[src/rtl/hack_pkg.sv]
`default_nettype none
// ============================================================================
// Module      : hack_pkg
// Description : Shared types and constants for the multicycle Hack CPU:
//               FSM state encoding, instruction field positions, jump codes
//               and default datapath widths.
// Revision    : 1.0 - initial release
// ============================================================================
package hack_pkg;

   // Default datapath widths
   localparam int DATA_W_DEF = 16;
   localparam int ADDR_W_DEF = 15;

   // Multicycle control states
   typedef enum logic [1:0] {
      FETCH  = 2'd0,
      MREAD  = 2'd1,
      EXEC   = 2'd2,
      MWRITE = 2'd3
   } state_t;

   // C-instruction field positions (standard Hack layout)
   localparam int BIT_A    = 12;
   localparam int BIT_C_HI = 11;
   localparam int BIT_C_LO = 6;
   localparam int BIT_DST_A = 5;
   localparam int BIT_DST_D = 4;
   localparam int BIT_DST_M = 3;
   localparam int BIT_J_HI = 2;
   localparam int BIT_J_LO = 0;

   // Jump codes
   localparam logic [2:0] JNULL = 3'b000;
   localparam logic [2:0] JGT   = 3'b001;
   localparam logic [2:0] JEQ   = 3'b010;
   localparam logic [2:0] JGE   = 3'b011;
   localparam logic [2:0] JLT   = 3'b100;
   localparam logic [2:0] JNE   = 3'b101;
   localparam logic [2:0] JLE   = 3'b110;
   localparam logic [2:0] JMP   = 3'b111;

   // Evaluate a jump code against the ALU status flags
   function automatic logic jump_taken(input logic [2:0] j,
                                       input logic zr,
                                       input logic ng);
      logic taken;
      case (j)
         JGT:     taken = !zr && !ng;
         JEQ:     taken = zr;
         JGE:     taken = !ng;
         JLT:     taken = ng;
         JNE:     taken = !zr;
         JLE:     taken = zr || ng;
         JMP:     taken = 1'b1;
         default: taken = 1'b0;
      endcase
      return taken;
   endfunction

endpackage
`default_nettype wire

[src/rtl/hack_alu_p.sv]
`default_nettype none
// ============================================================================
// Module      : hack_alu_p
// Description : Purely combinational, width-parametrised Hack ALU.
//               Control bits zx/nx/zy/ny/f/no, status outputs zr/ng.
// Revision    : 1.0 - initial release
// ============================================================================
module hack_alu_p #(
   parameter int DATA_W = 16
) (
   input  logic [DATA_W-1:0] i_x,
   input  logic [DATA_W-1:0] i_y,
   input  logic              i_zx,
   input  logic              i_nx,
   input  logic              i_zy,
   input  logic              i_ny,
   input  logic              i_f,
   input  logic              i_no,
   output logic [DATA_W-1:0] o_out,
   output logic              o_zr,
   output logic              o_ng
);

   logic [DATA_W-1:0] w_x_z;
   logic [DATA_W-1:0] w_x_n;
   logic [DATA_W-1:0] w_y_z;
   logic [DATA_W-1:0] w_y_n;
   logic [DATA_W-1:0] w_f;

   // Operand conditioning, function select and output negation
   always_comb begin
      w_x_z = i_zx ? '0 : i_x;
      w_x_n = i_nx ? ~w_x_z : w_x_z;
      w_y_z = i_zy ? '0 : i_y;
      w_y_n = i_ny ? ~w_y_z : w_y_z;
      w_f   = i_f ? (w_x_n + w_y_n) : (w_x_n & w_y_n);
      o_out = i_no ? ~w_f : w_f;
      o_zr  = (o_out == '0);
      o_ng  = o_out[DATA_W-1];
   end

endmodule
`default_nettype wire

[src/rtl/hack_cpu_mc.sv]
`default_nettype none
// ============================================================================
// Module      : hack_cpu_mc
// Description : Multicycle Hack CPU core. Fetches over a req/ack instruction
//               port and accesses M over a req/ack data port, so either
//               memory may insert any number of wait states.
// Revision    : 1.0 - initial release
// ============================================================================
module hack_cpu_mc
   import hack_pkg::*;
#(
   parameter int              DATA_W   = DATA_W_DEF,
   parameter int              ADDR_W   = ADDR_W_DEF,
   parameter logic [ADDR_W-1:0] RESET_PC = '0
) (
   input  logic              clk,
   input  logic              reset,
   output logic              imem_req,
   output logic [ADDR_W-1:0] imem_addr,
   input  logic              imem_ack,
   input  logic [DATA_W-1:0] imem_rdata,
   output logic              dmem_req,
   output logic              dmem_we,
   output logic [ADDR_W-1:0] dmem_addr,
   output logic [DATA_W-1:0] dmem_wdata,
   input  logic              dmem_ack,
   input  logic [DATA_W-1:0] dmem_rdata,
   output logic [ADDR_W-1:0] pc,
   output logic [DATA_W-1:0] reg_a,
   output logic [DATA_W-1:0] reg_d,
   output logic              retire
);

   state_t            r_state;
   state_t            w_state_nxt;

   logic [ADDR_W-1:0] r_pc;
   logic [DATA_W-1:0] r_ir;
   logic [DATA_W-1:0] r_a;
   logic [DATA_W-1:0] r_d;
   logic [DATA_W-1:0] r_m;
   logic [DATA_W-1:0] r_alu;
   logic              r_zr;
   logic              r_ng;

   logic              w_is_c;
   logic              w_sel_m;
   logic [5:0]        w_comp;
   logic              w_dst_a;
   logic              w_dst_d;
   logic              w_dst_m;
   logic [2:0]        w_jmp;

   logic [DATA_W-1:0] w_alu_y;
   logic [DATA_W-1:0] w_alu;
   logic              w_alu_zr;
   logic              w_alu_ng;

   logic [DATA_W-1:0] w_res;
   logic              w_res_zr;
   logic              w_res_ng;
   logic              w_jump;
   logic [ADDR_W-1:0] w_pc_inc;

   logic              w_imem_req;
   logic              w_dmem_req;
   logic              w_dmem_we;
   logic              w_commit;

   // Inline decode of the held instruction
   always_comb begin
      w_is_c  = r_ir[DATA_W-1];
      w_sel_m = r_ir[BIT_A];
      w_comp  = r_ir[BIT_C_HI:BIT_C_LO];
      w_dst_a = r_ir[BIT_DST_A];
      w_dst_d = r_ir[BIT_DST_D];
      w_dst_m = r_ir[BIT_DST_M];
      w_jmp   = r_ir[BIT_J_HI:BIT_J_LO];
      w_alu_y = w_sel_m ? r_m : r_a;
   end

   hack_alu_p #(
      .DATA_W (DATA_W)
   ) u_alu (
      .i_x   (r_d),
      .i_y   (w_alu_y),
      .i_zx  (w_comp[5]),
      .i_nx  (w_comp[4]),
      .i_zy  (w_comp[3]),
      .i_ny  (w_comp[2]),
      .i_f   (w_comp[1]),
      .i_no  (w_comp[0]),
      .o_out (w_alu),
      .o_zr  (w_alu_zr),
      .o_ng  (w_alu_ng)
   );

   // Commit operands: live ALU in EXEC, the EXEC snapshot once in MWRITE
   always_comb begin
      w_res    = (r_state == MWRITE) ? r_alu : w_alu;
      w_res_zr = (r_state == MWRITE) ? r_zr  : w_alu_zr;
      w_res_ng = (r_state == MWRITE) ? r_ng  : w_alu_ng;
      w_jump   = w_is_c && jump_taken(w_jmp, w_res_zr, w_res_ng);
      w_pc_inc = r_pc + {{(ADDR_W-1){1'b0}}, 1'b1};
   end

   // Next-state and handshake/commit strobes
   always_comb begin
      w_state_nxt = r_state;
      w_imem_req  = 1'b0;
      w_dmem_req  = 1'b0;
      w_dmem_we   = 1'b0;
      w_commit    = 1'b0;
      case (r_state)
         FETCH: begin
            w_imem_req = 1'b1;
            if (imem_ack) begin
               w_state_nxt = (imem_rdata[DATA_W-1] && imem_rdata[BIT_A]) ? MREAD : EXEC;
            end
         end
         MREAD: begin
            w_dmem_req = 1'b1;
            if (dmem_ack) begin
               w_state_nxt = EXEC;
            end
         end
         EXEC: begin
            if (w_is_c && w_dst_m) begin
               w_state_nxt = MWRITE;
            end else begin
               w_commit    = 1'b1;
               w_state_nxt = FETCH;
            end
         end
         MWRITE: begin
            w_dmem_req = 1'b1;
            w_dmem_we  = 1'b1;
            if (dmem_ack) begin
               w_commit    = 1'b1;
               w_state_nxt = FETCH;
            end
         end
         default: w_state_nxt = FETCH;
      endcase
   end

   // Control state register
   always_ff @(posedge clk or negedge reset) begin
      if (!reset) begin
         r_state <= FETCH;
      end else begin
         r_state <= w_state_nxt;
      end
   end

   // Instruction register loads on fetch completion
   always_ff @(posedge clk or negedge reset) begin
      if (!reset) begin
         r_ir <= '0;
      end else if (r_state == FETCH && imem_ack) begin
         r_ir <= imem_rdata;
      end
   end

   // M operand latch on read completion
   always_ff @(posedge clk or negedge reset) begin
      if (!reset) begin
         r_m <= '0;
      end else if (r_state == MREAD && dmem_ack) begin
         r_m <= dmem_rdata;
      end
   end

   // Snapshot ALU result and flags so MWRITE sees a stable value
   always_ff @(posedge clk or negedge reset) begin
      if (!reset) begin
         r_alu <= '0;
         r_zr  <= 1'b0;
         r_ng  <= 1'b0;
      end else if (r_state == EXEC) begin
         r_alu <= w_alu;
         r_zr  <= w_alu_zr;
         r_ng  <= w_alu_ng;
      end
   end

   // Architectural commit: A, D and PC change together on the retire edge
   always_ff @(posedge clk or negedge reset) begin
      if (!reset) begin
         r_pc <= RESET_PC;
         r_a  <= '0;
         r_d  <= '0;
      end else if (w_commit) begin
         if (!w_is_c) begin
            r_a <= {1'b0, r_ir[DATA_W-2:0]};
         end else begin
            if (w_dst_a) r_a <= w_res;
            if (w_dst_d) r_d <= w_res;
         end
         // Jump target is the A value from before this commit
         r_pc <= w_jump ? r_a[ADDR_W-1:0] : w_pc_inc;
      end
   end

   // Request/retire outputs are forced low while reset is held
   always_comb begin
      imem_req   = w_imem_req & reset;
      dmem_req   = w_dmem_req & reset;
      dmem_we    = w_dmem_we  & reset;
      retire     = w_commit   & reset;
      imem_addr  = r_pc;
      dmem_addr  = r_a[ADDR_W-1:0];
      dmem_wdata = r_alu;
      pc         = r_pc;
      reg_a      = r_a;
      reg_d      = r_d;
   end

endmodule
`default_nettype wire

[config.mk]
export PLATFORM = sky130hd
export DESIGN_NAME = hack_cpu_mc
export DESIGN_NICKNAME = d
export VERILOG_FILES = /design/src/rtl/hack_pkg.sv /design/src/rtl/hack_alu_p.sv /design/src/rtl/hack_cpu_mc.sv
export SDC_FILE = /design/constraint.sdc
export NUM_CORES = 1
export LEC_CHECK = 0
export ABC_AREA = 1
export CAP_MARGIN = 5
export CORE_ASPECT_RATIO = 0.6
export CORE_UTILIZATION = 54
export DETAILED_ROUTE_END_ITERATION = 7
export GPL_ROUTABILITY_DRIVEN = 0
export GPL_TIMING_DRIVEN = 0
export PLACE_DENSITY = 0.91
export RECOVER_POWER = 25
export REMOVE_ABC_BUFFERS = 1
export SLEW_MARGIN = 10
export SYNTH_ARGS = -nofsm -noshare
export SYNTH_HDL_FRONTEND = slang
export SYNTH_SLANG_ARGS = --single-unit
[constraint.sdc]
create_clock -name clk -period 4 [get_ports clk]
set_input_delay 1 -clock clk [delete_from_list [all_inputs] [get_ports clk]]
set_output_delay 1 -clock clk [all_outputs]
set_load 0.05 [all_outputs]
==> flow_summary.json, run 1 <==
{
  "r2r_cells": 27,
  "finalHoldViolCount": 0,
  "grt_overflow": 0,
  "setup_tns_ps": -3150,
  "cp_num_buf_inv": 5,
  "max_freq_mhz": 236,
  "holdCritStartpoint": "r_m[11]",
  "fin_ws_ps": -238,
  "rr_startpoint": "r_ir[12]",
  "holdBufCountCts": 0,
  "numCtsBuffers": 9,
  "drive_above_1_share_pct": 23.6,
  "synth-seq-area-share_pct": 34.3,
  "synth_cells": 989,
  "synth_adder_area_share_pct": 3.25,
  "start_util_pct": 55.5,
  "synth_most_common_cell": "nand2_1",
  "grt_pass1_vias": 6696,
  "first_pass_iters": 8,
  "cpPeakStageDelay_ps": 410,
  "status": "finished, violations left",
  "period_minus_slack_ps": 4240,
  "cp.arrival_ps": 4540,
  "clock_skew_ps": 7.90,
  "diodes": 0,
  "finalNetCount": 1152,
  "cts_tree": "built",
  "area_growth_pct": 33.3,
  "yosysTopAreaCellShare_pct": 34.3,
  "synth_top_family_by_area": "simple AND/OR/NAND/NOR gates",
  "synthFlopType": "dfrtp_1",
  "antenna_left": 0,
  "ys_top_cells_by_count": "263 x nand2_1, 109 x inv_1, 106 x nand3_1, 98 x dfrtp_1, 83 x o21ai_0",
  "clk_pin_slew_ps": 70,
  "cp_max_fo": 7,
  "first_iter_violations": 1011,
  "failed_checks": "setup timing",
  "antenna_found_initial": 0,
  "vias": 7749,
  "cp-start-kind": "flip-flop",
  "crit_path_end_kind": "flip-flop",
  "worst_pin_slew_ps": 1170,
  "crit_family": "simple AND/OR/NAND/NOR gates",
  "vias_per_cell": 6.09,
  "io_pins": 133,
  "core_um2": 12900,
  "crit_path_top_delay_cell": "dfrtp_2",
  "syn-cell-area_um2": 7160,
  "ys_types": 39,
  "cap_violations": 0,
  "synthArstFlopShare_pct": 100,
  "post-place-cells": 1220,
  "cts_buffer_depth": 2,
  "relSlewSlack_pct": 21.9,
  "yosysTopAreaCell": "dfrtp_1",
  "synthMuxAreaShare_pct": 3.62,
  "port_buffers": 132,
  "min_to": "r_m[11]",
  "synthXorXnorAreaFrac_pct": 5.75,
  "yosys_warnings": 0,
  "slew_viol_final": 0,
  "synth_enable_flop_cells": 0,
  "cts.sinks": 98,
  "dpl.hpwl_um": 15000,
  "r2r_slack_ps": -240,
  "criticalPathCategory": "reg2reg",
  "grt_max_degree": 67,
  "startpoint": "r_ir[12]",
  "whs_path_depth": 1,
  "rsz0062_at_grt": "yes",
  "fin_cells": 1273,
  "grt_pass1_wl_um": 34200,
  "avgSynthCellArea_um2": 7.24,
  "setup_viol": 15,
  "grtUsageTotal_pct": 32.5,
  "die_width_um": 151,
  "synth_area_leaders": "dfrtp_1 34%, nand2_1 14%, nand3_1 7.4%",
  "crit_required_ps": 4300,
  "fp.dieH_um": 91.2,
  "wl_per_cell_um": 19.5,
  "fp-row-count": 32,
  "synth-seq-cells": 98,
  "clock_latency_ps": 360,
  "drc": 0,
  "yosys.area_share.simple_pct": 30.7,
  "routed_wl_um": 24800,
  "pre_cts_ws_ps": -971,
  "fin_crit_sh_pct": 106,
  "hold_class": "reg2reg",
  "r2r-end": "imem_addr[11]",
  "root_buffer": "clkbuf_16",
  "htree_levels": 3,
  "synth_compound_area_share_pct": 10.2,
  "dieArea_um2": 13700
}
-- kinds of logic after synthesis --
logic type,Yosys count
simple gates,480
buf+inv,187
compound gates,136
flops,98
xor+xnor,47
mux,23
fa+ha+maj,18
-- flip-flops by register name (all words and copies together), names as in the netlist --
signal      count
dmem_wdata     16
imem_addr      15
r_ir           16
r_m            16
r_state         2
r_zr            1
reg_a          16
reg_d          16
-- stage by stage --
stage	instance area (um^2)	hold WS, ps	util [%]
6_report	9540	512	74.0
5_1_grt	9540	520	74.0
4_1_cts	8710	506	67.6
3_5_place_dp	8280	491	64.2
3_3_place_gp	8250	467	64.0
2_1_floorplan	6720	453	-
-- layout make-up --
type	count	area, um^2
clock inverter	6	57.6
inverter	115	442
multi-input combinational	705	4420
tap	170	213
sequential	98	2460
timing repair inverter	2	15.0
timing repair buffer	167	1690
clock buffer	10	239
fill	859	3350
-- cells in the final DEF (no fill, tap or decap), types with 3 or more instances in the layout --
cell | synthesis | routed
dfrtp_1 | 98 | 93
ha_1 | 17 | 7
a21oi_1 | 33 | 22
nand2_1 | 263 | 215
xor2_1 | 42 | 39
ha_4 | 0 | 7
nor2_4 | 0 | 10
o21ai_0 | 83 | 71
o21ai_2 | 2 | 3
o21ai_1 | 0 | 11
clkdlybuf4s50_1 | 0 | 130
nand3_2 | 17 | 36
buf_6 | 2 | 8
mux2_2 | 23 | 23
or2_2 | 5 | 5
nor3_1 | 5 | 4
inv_1 | 109 | 103
o211ai_1 | 12 | 12
nand3_1 | 106 | 86
clkbuf_16 | 0 | 11
ha_2 | 0 | 3
a21oi_2 | 2 | 11
clkinv_4 | 0 | 4
nor2_2 | 6 | 6
xnor2_1 | 5 | 5
buf_4 | 35 | 23
and2_4 | 0 | 3
dfrtp_2 | 0 | 4
clkinvlp_4 | 0 | 4
inv_2 | 3 | 7
xor2_2 | 0 | 3
nor2_1 | 37 | 27
nor3b_1 | 3 | 3
nand2_2 | 24 | 60
nand2_4 | 1 | 12
nand4_1 | 6 | 6
-- per-layer routing --
| layer | global-route usage, % | part of all wire [%] | vias up |
|---|---|---|---|
| met1 | 47.0 | 38 | 3602 |
| met4 | 10.9 | 4.6 | 0 |
| li1 | - | - | 3380 |
| met2 | 47.5 | 43 | 635 |
| met3 | 7.39 | 14 | 132 |
| met5 | 0 | 0 | - |
-- timing repair --
action / in CTS / in global routing
cloned: 2 / 3
setup buffers: 7 / 26
gates resized for setup: 18 / 159
pin swaps: 2 / 66
endpoints found under the setup margin: 45 / 15
-- how the worst max path moves through the flow --
stage	endpoint	slack, ps	depth (start not counted)
global route	imem_addr[11]	-400	27
floorplan	imem_addr[0]	-90	24
detailed placement	retire	-970	7
finish	imem_addr[11]	-240	27
CTS	imem_addr[3]	30	27
global placement	retire	-3150	4
Power of run 1 is left out: the tool's default activity adds up to more than one toggle a clock period on the data nets, which glitch-free logic cannot reach.
==> run 2, diff against run 1 <==
CAP_MARGIN = 20   (was 5)
==> flow_summary.json, run 2 (synthesis results as in run 1) <==
{
  "area_growth_pct": 29.5,
  "crit_path_end_kind": "flip-flop",
  "hold_class": "reg2reg",
  "rsz0062_at_grt": "yes",
  "final_cell_mix": "242 x nand2_1, 130 x clkdlybuf4s50_1, 105 x inv_1, 96 x nand3_1, 93 x dfrtp_1",
  "status": "finished, violations left",
  "grtUsageTotal_pct": 32.5,
  "dieArea_um2": 13700,
  "failed_checks": "setup timing",
  "root_buffer": "clkbuf_16",
  "cp-start-kind": "flip-flop",
  "setup_viol": 15,
  "wl_per_cell_um": 18.7,
  "rr_startpoint": "r_ir[12]",
  "diodes": 0,
  "cts_tree": "built",
  "r2r_cells": 26,
  "grt_max_degree": 67,
  "numCtsBuffers": 9,
  "fp-row-count": 32,
  "fp.dieH_um": 91.2,
  "max_freq_mhz": 237,
  "cts_buffer_depth": 2,
  "cpMostUsedCell": "nand2_1",
  "cpPeakStageDelay_ps": 420,
  "use_met3_pct": 10.1,
  "routed_wl_um": 23800,
  "relSlewSlack_pct": 28.6,
  "fin_ws_ps": -226,
  "antenna_found_initial": 0,
  "cp_max_fo": 6,
  "r2r_slack_ps": -230,
  "start_util_pct": 55.5,
  "grt_pass1_wl_um": 34100,
  "final-seq-area_um2": 2460,
  "setup_tns_ps": -2780,
  "period_minus_slack_ps": 4230,
  "worst_pin_slew_ps": 1070,
  "antenna_left": 0,
  "die_width_um": 151,
  "io_pins": 133,
  "clock_skew_ps": 9.49,
  "cts.sinks": 98,
  "grt_overflow": 0,
  "vias": 7670,
  "final_common_cell": "nand2_1",
  "fill_cells": 907,
  "clock_latency_ps": 370,
  "vias_per_cell": 6.02,
  "cap_violations": 0,
  "holdCritStartpoint": "r_m[11]",
  "crit_required_ps": 4300,
  "first_pass_iters": 7,
  "gr-max-usage-layer": "met2",
  "finalNetCount": 1153,
  "drive_above_1_share_pct": 19.0,
  "whs_path_depth": 1,
  "min_to": "r_m[11]",
  "first_iter_violations": 1125,
  "port_buffers": 132,
  "r2r-end": "imem_addr[8]",
  "multi_input_area_um2": 4140,
  "drc": 0,
  "fin_crit_sh_pct": 106,
  "htree_levels": 3,
  "slew_viol_final": 0,
  "met1_usage_pct": 45.6,
  "clk_pin_slew_ps": 70,
  "finalHoldViolCount": 0,
  "criticalPathCategory": "reg2reg",
  "crit_path_top_delay_cell": "dfrtp_2",
  "grt_use_met2_pct": 46.9,
  "cp.arrival_ps": 4530,
  "grt_pass1_vias": 6735,
  "dpl.hpwl_um": 15300,
  "core_um2": 12900
}
## run 2: changes by cell type in the layout (fill, tap and decap cells not counted), sizes merged
cell      change
clkbuf        -1
nand3         +1
clkinvlp      +1
## run 2: critical path, delay by kind of cell, from the launching register on
kind                       cells  cell delay, ps
and+or+nand+nor               20            2220
buffers and inverters          3             700
DFF                            1             420
xor gates and xnor gates       1             370
adders and majority gates      1             240
AOI/OAI and AO/OA              1             200
## run 2: cell type report
class | instances | share of cell area [%]
inverter | 115 | 4.77
sequential | 98 | 26.6
clock buffer | 10 | 2.58
clock inverter | 6 | 0.621
tap | 170 | 2.29
timing repair buffer | 166 | 18.3
multi-input combinational | 706 | 44.7
timing repair inverter | 3 | 0.243
## run 2: what timing repair did
item / in CTS / in global routing
gates resized for setup: 20 / 79
setup buffers: 7 / 23
hold buffers: 0 / 0
endpoints found under the setup margin: 16 / 15
pin swaps: 2 / 47
cloned: 3 / 3
## run 2: worst max path at each step
stage | slack [ps] | start | end
floorplan | -90 | reg_a[0] | imem_addr[0]
global placement | -3150 | reset | retire
detailed placement | -940 | dmem_ack | retire
CTS | 5 | r_ir[12] | imem_addr[6]
global route | -400 | r_ir[12] | imem_addr[8]
finish | -230 | r_ir[12] | imem_addr[8]
## run 2: per-layer routing
metal  part of all wire [%]  wire length (um)  vias to the layer above
li1                       -                 -                     3388
met1                     39              9200                     3524
met2                     42             10000                      641
met3                     15              3530                      117
met4                    4.2               991                        0
met5                      0                 0                        -
## run 2: through the flow
stage                     utilization (%)  hold WS [ps]  cell area (um^2)  std cells  setup slack [ps]
after floorplan                         -           453              6720        917             -89.8
after detailed placement             64.4           491              8310       1221              -942
final                                71.9           506              9270       1274              -226
after CTS                            68.0           507              8760       1247              5.02
after global routing                 71.9           519              9270       1274              -404
after global placement               64.0           467              8250       1219             -3150
Power of run 2 is left out for the same reason.
